### config.mk
export PLATFORM = sky130hd
export DESIGN_NAME = cspi_mst
export DESIGN_NICKNAME = d
export VERILOG_FILES = /design/src/rtl/cspi_pkg.sv /design/src/rtl/cspi_halfcnt.sv /design/src/rtl/cspi_mst.sv
export SDC_FILE = /design/constraint.sdc
export NUM_CORES = 1
export LEC_CHECK = 0
export BUFFER_PORTS_ARGS = -buffer_cell sky130_fd_sc_hd__buf_2
export CAP_MARGIN = 20
export CORE_MARGIN = 2
export CORE_UTILIZATION = 50
export CTS_CLUSTER_SIZE = 16
export DETAILED_ROUTE_END_ITERATION = 16
export MAX_ROUTING_LAYER = met4
export PLACE_DENSITY = 0.69
export SETUP_SLACK_MARGIN = 0.2
export SYNTH_ARGS = -nofsm -noshare
export SYNTH_HDL_FRONTEND = slang
export SYNTH_SLANG_ARGS = --single-unit
### constraint.sdc
create_clock -name clk_sys -period 2.55 [get_ports clk_sys]
set_clock_uncertainty 0.05 [all_clocks]
set_input_delay 0.1275 -clock clk_sys [delete_from_list [all_inputs] [get_ports clk_sys]]
set_output_delay 0.1275 -clock clk_sys [all_outputs]
set_load 0.02 [all_outputs]
### src/rtl/cspi_pkg.sv
// Shared definitions for the control-SPI master: FSM encoding, idle line level
// and default timing parameters.
package cspi_pkg;

  typedef enum logic [2:0] {
    ST_IDLE  = 3'd0,
    ST_SETUP = 3'd1,
    ST_LO    = 3'd2,
    ST_HI    = 3'd3,
    ST_END   = 3'd4,
    ST_NEXT  = 3'd5,
    ST_HOLD  = 3'd6,
    ST_GAP   = 3'd7
  } cspi_st_e;

  localparam logic CSPI_MOSI_IDLE = 1'b1;
  localparam int   CSPI_HALF_DEF  = 50;
  localparam int   CSPI_GAP_DEF   = 100;
  localparam int   CSPI_CNT_W     = 16;

endpackage

### src/rtl/cspi_halfcnt.sv
// Loadable down-counter; tc is high on the last cycle of a loaded interval,
// so loading N-1 on state entry gives a state that lasts exactly N cycles.
module cspi_halfcnt #(
  parameter int W = 16
) (
  input  logic         clk_sys,
  input  logic         rst,
  input  logic         load,
  input  logic [W-1:0] val,
  output logic         tc
);

  logic [W-1:0] cnt;

  always_ff @(posedge clk_sys) begin
    if (rst)              cnt <= '0;
    else if (load)        cnt <= val;
    else if (cnt != '0)   cnt <= cnt - W'(1);
  end

  assign tc = (cnt == '0);

endmodule

### src/rtl/cspi_mst.sv
// Control-SPI master: bytes in on a valid/ready port, shifted out MSB first,
// miso byte returned per transfer. All cspi_* outputs are registered.
module cspi_mst
  import cspi_pkg::*;
#(
  parameter int HALF   = CSPI_HALF_DEF,
  parameter int CS_GAP = CSPI_GAP_DEF
) (
  input  logic       clk_sys,
  input  logic       rst,
  input  logic [7:0] tx_data,
  input  logic       tx_vld,
  input  logic       tx_last,
  output logic       tx_rdy,
  output logic [7:0] rx_data,
  output logic       rx_vld,
  output logic       busy,
  output logic       cspi_csn,
  output logic       cspi_sck,
  output logic       cspi_mosi,
  input  logic       cspi_miso
);

  localparam logic [CSPI_CNT_W-1:0] HALF_LD = CSPI_CNT_W'(HALF - 1);
  localparam logic [CSPI_CNT_W-1:0] GAP_LD  = CSPI_CNT_W'((CS_GAP > 0) ? CS_GAP - 1 : 0);
  localparam bit                    HAS_GAP = (CS_GAP > 0);

  cspi_st_e   st, st_nxt;
  logic [2:0] bcnt;
  logic [7:0] shift_tx, shift_tx_nxt, shift_rx;
  logic       last_f, miso_m, miso_s;
  logic       half_tc, gap_tc, half_ld, gap_ld, accept, bit_done;

  assign accept   = tx_vld & tx_rdy;
  assign bit_done = (st == ST_HI) && half_tc;
  assign half_ld  = (st_nxt != st);
  assign gap_ld   = (st_nxt == ST_GAP) && (st != ST_GAP);

  cspi_halfcnt #(.W(CSPI_CNT_W)) u_half (
    .clk_sys (clk_sys),
    .rst     (rst),
    .load    (half_ld),
    .val     (HALF_LD),
    .tc      (half_tc)
  );

  cspi_halfcnt #(.W(CSPI_CNT_W)) u_gap (
    .clk_sys (clk_sys),
    .rst     (rst),
    .load    (gap_ld),
    .val     (GAP_LD),
    .tc      (gap_tc)
  );

  always_ff @(posedge clk_sys) begin
    if (rst) st <= ST_IDLE;
    else     st <= st_nxt;
  end

  always_comb begin
    st_nxt = st;
    case (st)
      ST_IDLE:  if (accept)  st_nxt = ST_SETUP;
      ST_SETUP: if (half_tc) st_nxt = ST_HI;
      ST_LO:    if (half_tc) st_nxt = ST_HI;
      ST_HI:    if (half_tc) st_nxt = (bcnt == 3'd7) ? ST_END : ST_LO;
      ST_END:   st_nxt = last_f ? ST_HOLD : ST_NEXT;
      ST_NEXT:  if (accept)  st_nxt = ST_LO;
      // with no gap configured, csn goes straight back to IDLE
      ST_HOLD:  if (half_tc) st_nxt = HAS_GAP ? ST_GAP : ST_IDLE;
      ST_GAP:   if (gap_tc)  st_nxt = ST_IDLE;
      default:  st_nxt = ST_IDLE;
    endcase
  end

  always_comb begin
    shift_tx_nxt = shift_tx;
    if (accept)        shift_tx_nxt = tx_data;
    else if (bit_done) shift_tx_nxt = {shift_tx[6:0], 1'b0};
  end

  always_ff @(posedge clk_sys) begin
    if (rst) begin
      bcnt      <= '0;
      shift_tx  <= '0;
      shift_rx  <= '0;
      last_f    <= 1'b0;
      miso_m    <= 1'b0;
      miso_s    <= 1'b0;
      tx_rdy    <= 1'b0;
      rx_data   <= 8'hFF;
      rx_vld    <= 1'b0;
      busy      <= 1'b0;
      cspi_csn  <= 1'b1;
      cspi_sck  <= 1'b0;
      cspi_mosi <= CSPI_MOSI_IDLE;
    end else begin
      miso_m   <= cspi_miso;
      miso_s   <= miso_m;
      shift_tx <= shift_tx_nxt;
      if (accept) last_f <= tx_last;
      if (bit_done) begin
        shift_rx <= {shift_rx[6:0], miso_s};
        if (bcnt != 3'd7) bcnt <= bcnt + 3'd1;
      end
      if (st == ST_END) begin
        bcnt    <= '0;
        rx_data <= shift_rx;
      end
      rx_vld <= (st == ST_END);
      // mosi is only reloaded when a bit is about to be presented; after the
      // 8th bit it holds until the next byte or the idle level takes over
      case (st_nxt)
        ST_IDLE, ST_GAP: cspi_mosi <= CSPI_MOSI_IDLE;
        ST_SETUP, ST_LO: cspi_mosi <= shift_tx_nxt[7];
        default: ;
      endcase
      cspi_csn <= (st_nxt == ST_IDLE) || (st_nxt == ST_GAP);
      cspi_sck <= (st_nxt == ST_HI);
      tx_rdy   <= (st_nxt == ST_IDLE) || (st_nxt == ST_NEXT);
      busy     <= (st_nxt != ST_IDLE);
    end
  end

endmodule

### After elaboration in Yosys (flattened, before gate mapping)

Index checks and enable logic that the tools add are counted.

* logic and storage cells: 77
* output and inout bits: 14
* bits in registers: 71
* input bits: 13

* eq/ne operators: 16
* bitwise operators: 1
* muxes and demuxes: 16
* reductions and logical operators: 22
* add/subtract/negate cells: 3

Operators with widths (count)
* 16-bit zero test: 2
* 16-bit nonzero test: 2
* 16-bit by 1-bit subtractor with 16-bit output, second input constant: 2
* 3-bit == test, second input constant: 7
* 3-bit two-way mux: 7
* 3-bit case mux with 7 select lines: 1
* 8-bit two-way mux: 2
* 7-bit two-way mux: 2
* 3-bit by 2-bit == test with 1-bit output, second input constant: 4
* 6-bit two-way mux: 2
* 2-bit OR reduction: 6
* 2-bit nonzero test: 4
* 3-bit by 1-bit == test with 1-bit output, second input constant: 2
* 3-bit zero test: 2
* 3-bit != test, second input constant: 2
* 3-bit by 1-bit adder with 3-bit output, second input constant: 1
* 3-bit != test: 1
* 3-bit nonzero test: 1
* 1-bit logical AND: 2
* 1-bit logical OR: 2
* 2-bit two-way mux: 1
* 1-bit case mux with 2 select lines: 1
* 2-bit AND reduction: 1
* 1-bit bitwise AND: 1

### Depth between registers and ports, before layout

* word-level depth: 7
* depth in mapped cells: 10
* mapped depth without buffers: 9

### Hierarchy

A second synthesis with hierarchy kept.

* cell total of the unflattened synthesis: 426
* area, all modules: 3689.8 um^2

Modules (own cells, without submodules)
* cspi_halfcnt: area each 964.7 um^2, cells an instance 116, times used 2, seq. area each 320.3 um^2
* cspi_mst: area each 1760.4 um^2, cells an instance 194, times used 1, seq. area each 780.7 um^2

### Worst setup path after synthesis

OpenSTA, ideal clock, no wires.

* path type: reg2reg
* from: register u_half.cnt[0]
* to: register cspi_mosi
* stages on the path, launching flop included: 11
* path slack: 0.305 ns
* clock period less this slack: 2.245 ns
* arrival: 2.072 ns
* path buffers: 1
* required time: 2.377 ns
* setup time: 0.123 ns
* path through: dfxtp_1 > inv_1 > ha_1 > nor3b_1 > nand4_1 > or2_1 > buf_2 > a221oi_2 > o211ai_2 > o32ai_2 > a21oi_1

* word-level cells in the longest chain between the ends: 6
* elaborated cells between the ends (all ways): 16
* classes of those cells: eq/ne: 3; mux: 7; reduce/logical: 6

RTL lines
* from (decl): RTL line cspi_halfcnt.sv:13 `logic [W-1:0] cnt;`
* from (signal assigned): RTL line cspi_halfcnt.sv:17 `else if (load) cnt <= val;`
* from (signal assigned): RTL line cspi_halfcnt.sv:18 `else if (cnt != '0) cnt <= cnt - W'(1);`
* 16-bit zero test (*): RTL line cspi_halfcnt.sv:21 `assign tc = (cnt == '0);`
* 3-bit two-way mux, on equally long branches
* 3-bit case mux with 7 select lines: RTL line cspi_mst.sv:62 `case (st)`
* 3-bit by 1-bit == test with 1-bit output (tied with other cells): RTL line cspi_mst.sv:113 `case (st_nxt)`
* 2-bit OR reduction: RTL line cspi_mst.sv:113
* 1-bit case mux with 2 select lines / 2-bit nonzero test (equally long branches)
* to (signal assigned): RTL line cspi_mst.sv:115 `ST_SETUP, ST_LO: cspi_mosi <= shift_tx_nxt[7];`
* to (decl): RTL line cspi_mst.sv:20 `output logic cspi_mosi,`

Mark *: on every way between the ends. The rest lies on a longest branch, timed or not. The select of a mux whose other input is x is not followed.
A chain may end at the register's enable or synchronous reset.

### Worst setup path after layout

* from: register u_half.cnt[8]
* to: register u_half.cnt[8]

* word-level cells in the longest chain between the ends: 5
* elaborated cells between the ends (all ways): 9
* classes of those cells: add/sub: 1; eq/ne: 1; mux: 4; reduce/logical: 3

RTL lines
* 16-bit zero test: RTL line cspi_halfcnt.sv:21
* 3-bit two-way mux, on equally long branches
* 3-bit case mux with 7 select lines: RTL line cspi_mst.sv:62
* 3-bit != test: RTL line cspi_mst.sv:36 `assign half_ld = (st_nxt != st);`
* 2-bit OR reduction (no source line)

Several ways; a longest one is shown, not always the timed one.

==> reports/metrics.cfg <==
[timing]
hold_viol_final=0
slew_headroom_pct=33.0
finalCriticalPeriod_ns=2.29
layout_setup_ws_ns=0.257
worstMarginPinSlew_ns=1.00
finalSetupViolations=0
fmax_mhz=436
slew_violations=0
fin_hold_ws_ns=0.0125
grt_setup_unrepaired=no
fin_crit_sh_pct=89.9
fin_tns_setup_ns=0

[grt]
grt_overflow=0
grt_pass1_wl_um=11400
grt_pass1_vias=2543
grt_max_degree=37
antenna_found_initial=0
track_usage_pct=20.2

[setup_path]
cp_slowest_cell=nor4_4
start_kind=flip-flop
slowest_delay_ns=0.39
required_ns=2.74
worst-path-buf-inv=2
worstPathArrival_ns=2.49
crit_type=reg -> reg
cp_top_family=simple AND/OR/NAND/NOR gates
cp_max_fo=7
cp-end-kind=flip-flop
cp_cell_sequence=nor4_4 > nand4b_1 > buf_4 > o32ai_4 > a32oi_2 > o221a_2 > nand2_4 > buf_6 > nor2_2

[yosys]
synth_seq_cells=71
synth-compound-area-share_pct=15.6
netlist_instances=363
yosysWarnings=0
synth.area.mux_share_pct=3.70
syn_avg_cell_area_um2=8.95
syn_nets=381
ys_seq_area_share_pct=43.7
async_flop_share_pct=0
synth_area_um2=3250
synth_edf_count=0
yosys.area_share.simple_pct=26.0
synthDistinctLibCells=59
yosys.area_share.xor_xnor_pct=5.93
synth_top_family_by_area=simple AND/OR/NAND/NOR gates
ys.flop_type=dfxtp_1
synthAdderAreaFrac_pct=1.93

[finish]
area_growth_pct=18.3
layout_common_cells=dfxtp_1 (70), nand2_1 (49), nor2_1 (33), a21oi_1 (29), buf_2 (26)
fill_cells=566
fin_cells=488
fin_nets=424
drive_above_1_share_pct=24.6
layout_commonest_cell=dfxtp_1
antenna_cells=0

[flow_run]
drv_cap=0

[power_and_ir_drop]
power_leakage_nw=1.44
peakVddDrop_uv=553
powerDensity_nw_per_um2=1310
power_mw=5.02

[clocking]
cts.clk_slew.worst_paths_ns=0.08
clock_path_buffers=2
cts_tree=done
clk_latency_ns=0.35
cts.sinks=71
cts.htree.levels=3
numCtsBuffers=9
cts-root-buf=clkbuf_8

[floorplan]
die_h_um=84.6
rows=29
die_area_um2=7160
core_um2=6310
ioPinCount=27
dieWidth_um=84.6
start_util_pct=51.5

[place]
pre_cts_ws_ns=0.0916
io_buffers=26
dp_hpwl_um=4650
gp_congestion=0.842
placed_cells=463

[route]
postRouteAntennaNets=0
drc=0
via_count=2675
vias_per_cell=5.48
drt_first_pass_iters=5
drt_iter0_markers=92
totalWireLength_um=6970
wire_per_inst_um=14.3

[min_path]
holdCritPathClass=in -> reg

[status]
outcome=finished, final reports clean

[cell families after synthesis]
| group | count (synthesis) |
|---|---|
| XOR/XNOR | 22 |
| multiplexers | 12 |
| buffers and inverters | 24 |
| AND/OR/NAND/NOR | 159 |
| adder cells (fa/ha/maj) | 5 |
| AO/OA/AOI/OAI | 70 |
| flip-flops | 71 |
[state kept, by name (all words and copies together), names as in the netlist]
register    cells
shift_rx        8
cspi_csn        1
busy            1
miso_s          1
bcnt            3
u_gap.cnt      16
u_half.cnt     16
rx_vld          1
shift_tx        8
st              3
miso_m          1
last_f          1
tx_rdy          1
rx_data         8
cspi_mosi       1
cspi_sck        1
[worst min-delay path, cell delays in order]
cell	delay, ns
buf_2	0.10
nor2_1	0.09
a311oi_1	0.05
[per-stage QoR]
stage          area (um^2)  utilization, %
2_1_floorplan         3250               -
3_3_place_gp          3510            55.5
3_5_place_dp          3510            55.5
4_1_cts               3730            59.0
5_1_grt               3840            60.9
6_report              3840            60.9
[repair_timing]
item / CTS / global route
cloned: 0 / 0
endpoints found under the hold margin: 3 / 0
endpoints found under the setup margin: 12 / 11
resized for setup: 4 / 13
pin swaps: 1 / 12
setup buffers: 0 / 6
hold buffers: 3 / 0
[layer usage]
layer	global-route usage, %	up-vias	share of wire (%)
met5	-	-	0
li1	-	1369	-
met3	5.11	11	2.6
met4	7.94	0	1.7
met2	32.0	39	49
met1	24.8	1256	47
[path summary, 6_finish.rpt]
path	from	to	slack [ns]	depth (start not counted)
worst min-delay path	tx_data[4]	shift_tx[4]	0.01	3
worst max-delay path	u_half.cnt[8]	u_half.cnt[8]	0.26	9
worst max register to register	u_half.cnt[8]	u_half.cnt[8]	0.26	9
worst min register to register	miso_m	miso_s	0.40	1
[cell type report]
type | count | area [um^2] | area share (%)
multi-input cells | 268 | 1810 | 47.1
flip-flops and latches | 71 | 1420 | 37.0
repair buffers | 49 | 314 | 8.17
clock buffers | 10 | 128 | 3.32
well taps | 77 | 96.3 | 2.51
clock inverters | 6 | 46.3 | 1.20
inverters | 7 | 26.3 | 0.683
[synth_stat cells, types with 2 or more instances]
master    instances  share of area (%)
a221oi_2          2               0.92
buf_1             4               0.46
buf_2             3               0.46
dfxtp_1          71                 44
xor2_1            5                1.3
nor2_1           35                4.0
a21oi_1          29                4.5
and2_1            2               0.38
mux2i_1          12                3.7
a31oi_1           3               0.58
a311oi_1          6                1.6
nor2b_1           3               0.58
nor4b_1           2               0.54
nor3_1           16                2.5
nand2_1          49                5.7
nand3_1           3               0.46
o31ai_1           4               0.92
nand2b_1          6                1.2
or2_1             2               0.38
clkbuf_1          9                1.0
or3_1             8                1.5
nor4_1            5               0.96
inv_1             7               0.81
nand3b_1          2               0.46
nand4_1           3               0.58
ha_1              5                1.9
nor3_2            2               0.62
nand3_2           2               0.62
o211ai_1          2               0.46
xnor2_1          17                4.6
nor2_2           10                1.9
nor3b_1           2               0.46
o21ai_0           6               0.92
[power breakdown]
group | switching [mW] | leakage, nW | internal (mW)
registers | 0.263 | 0.580 | 1.37
logic | 1.44 | 0.773 | 1.16
clock network | 0.433 | 0.0829 | 0.357
total | 2.14 | 1.44 | 2.89
Power figures use the tool's default switching activity.
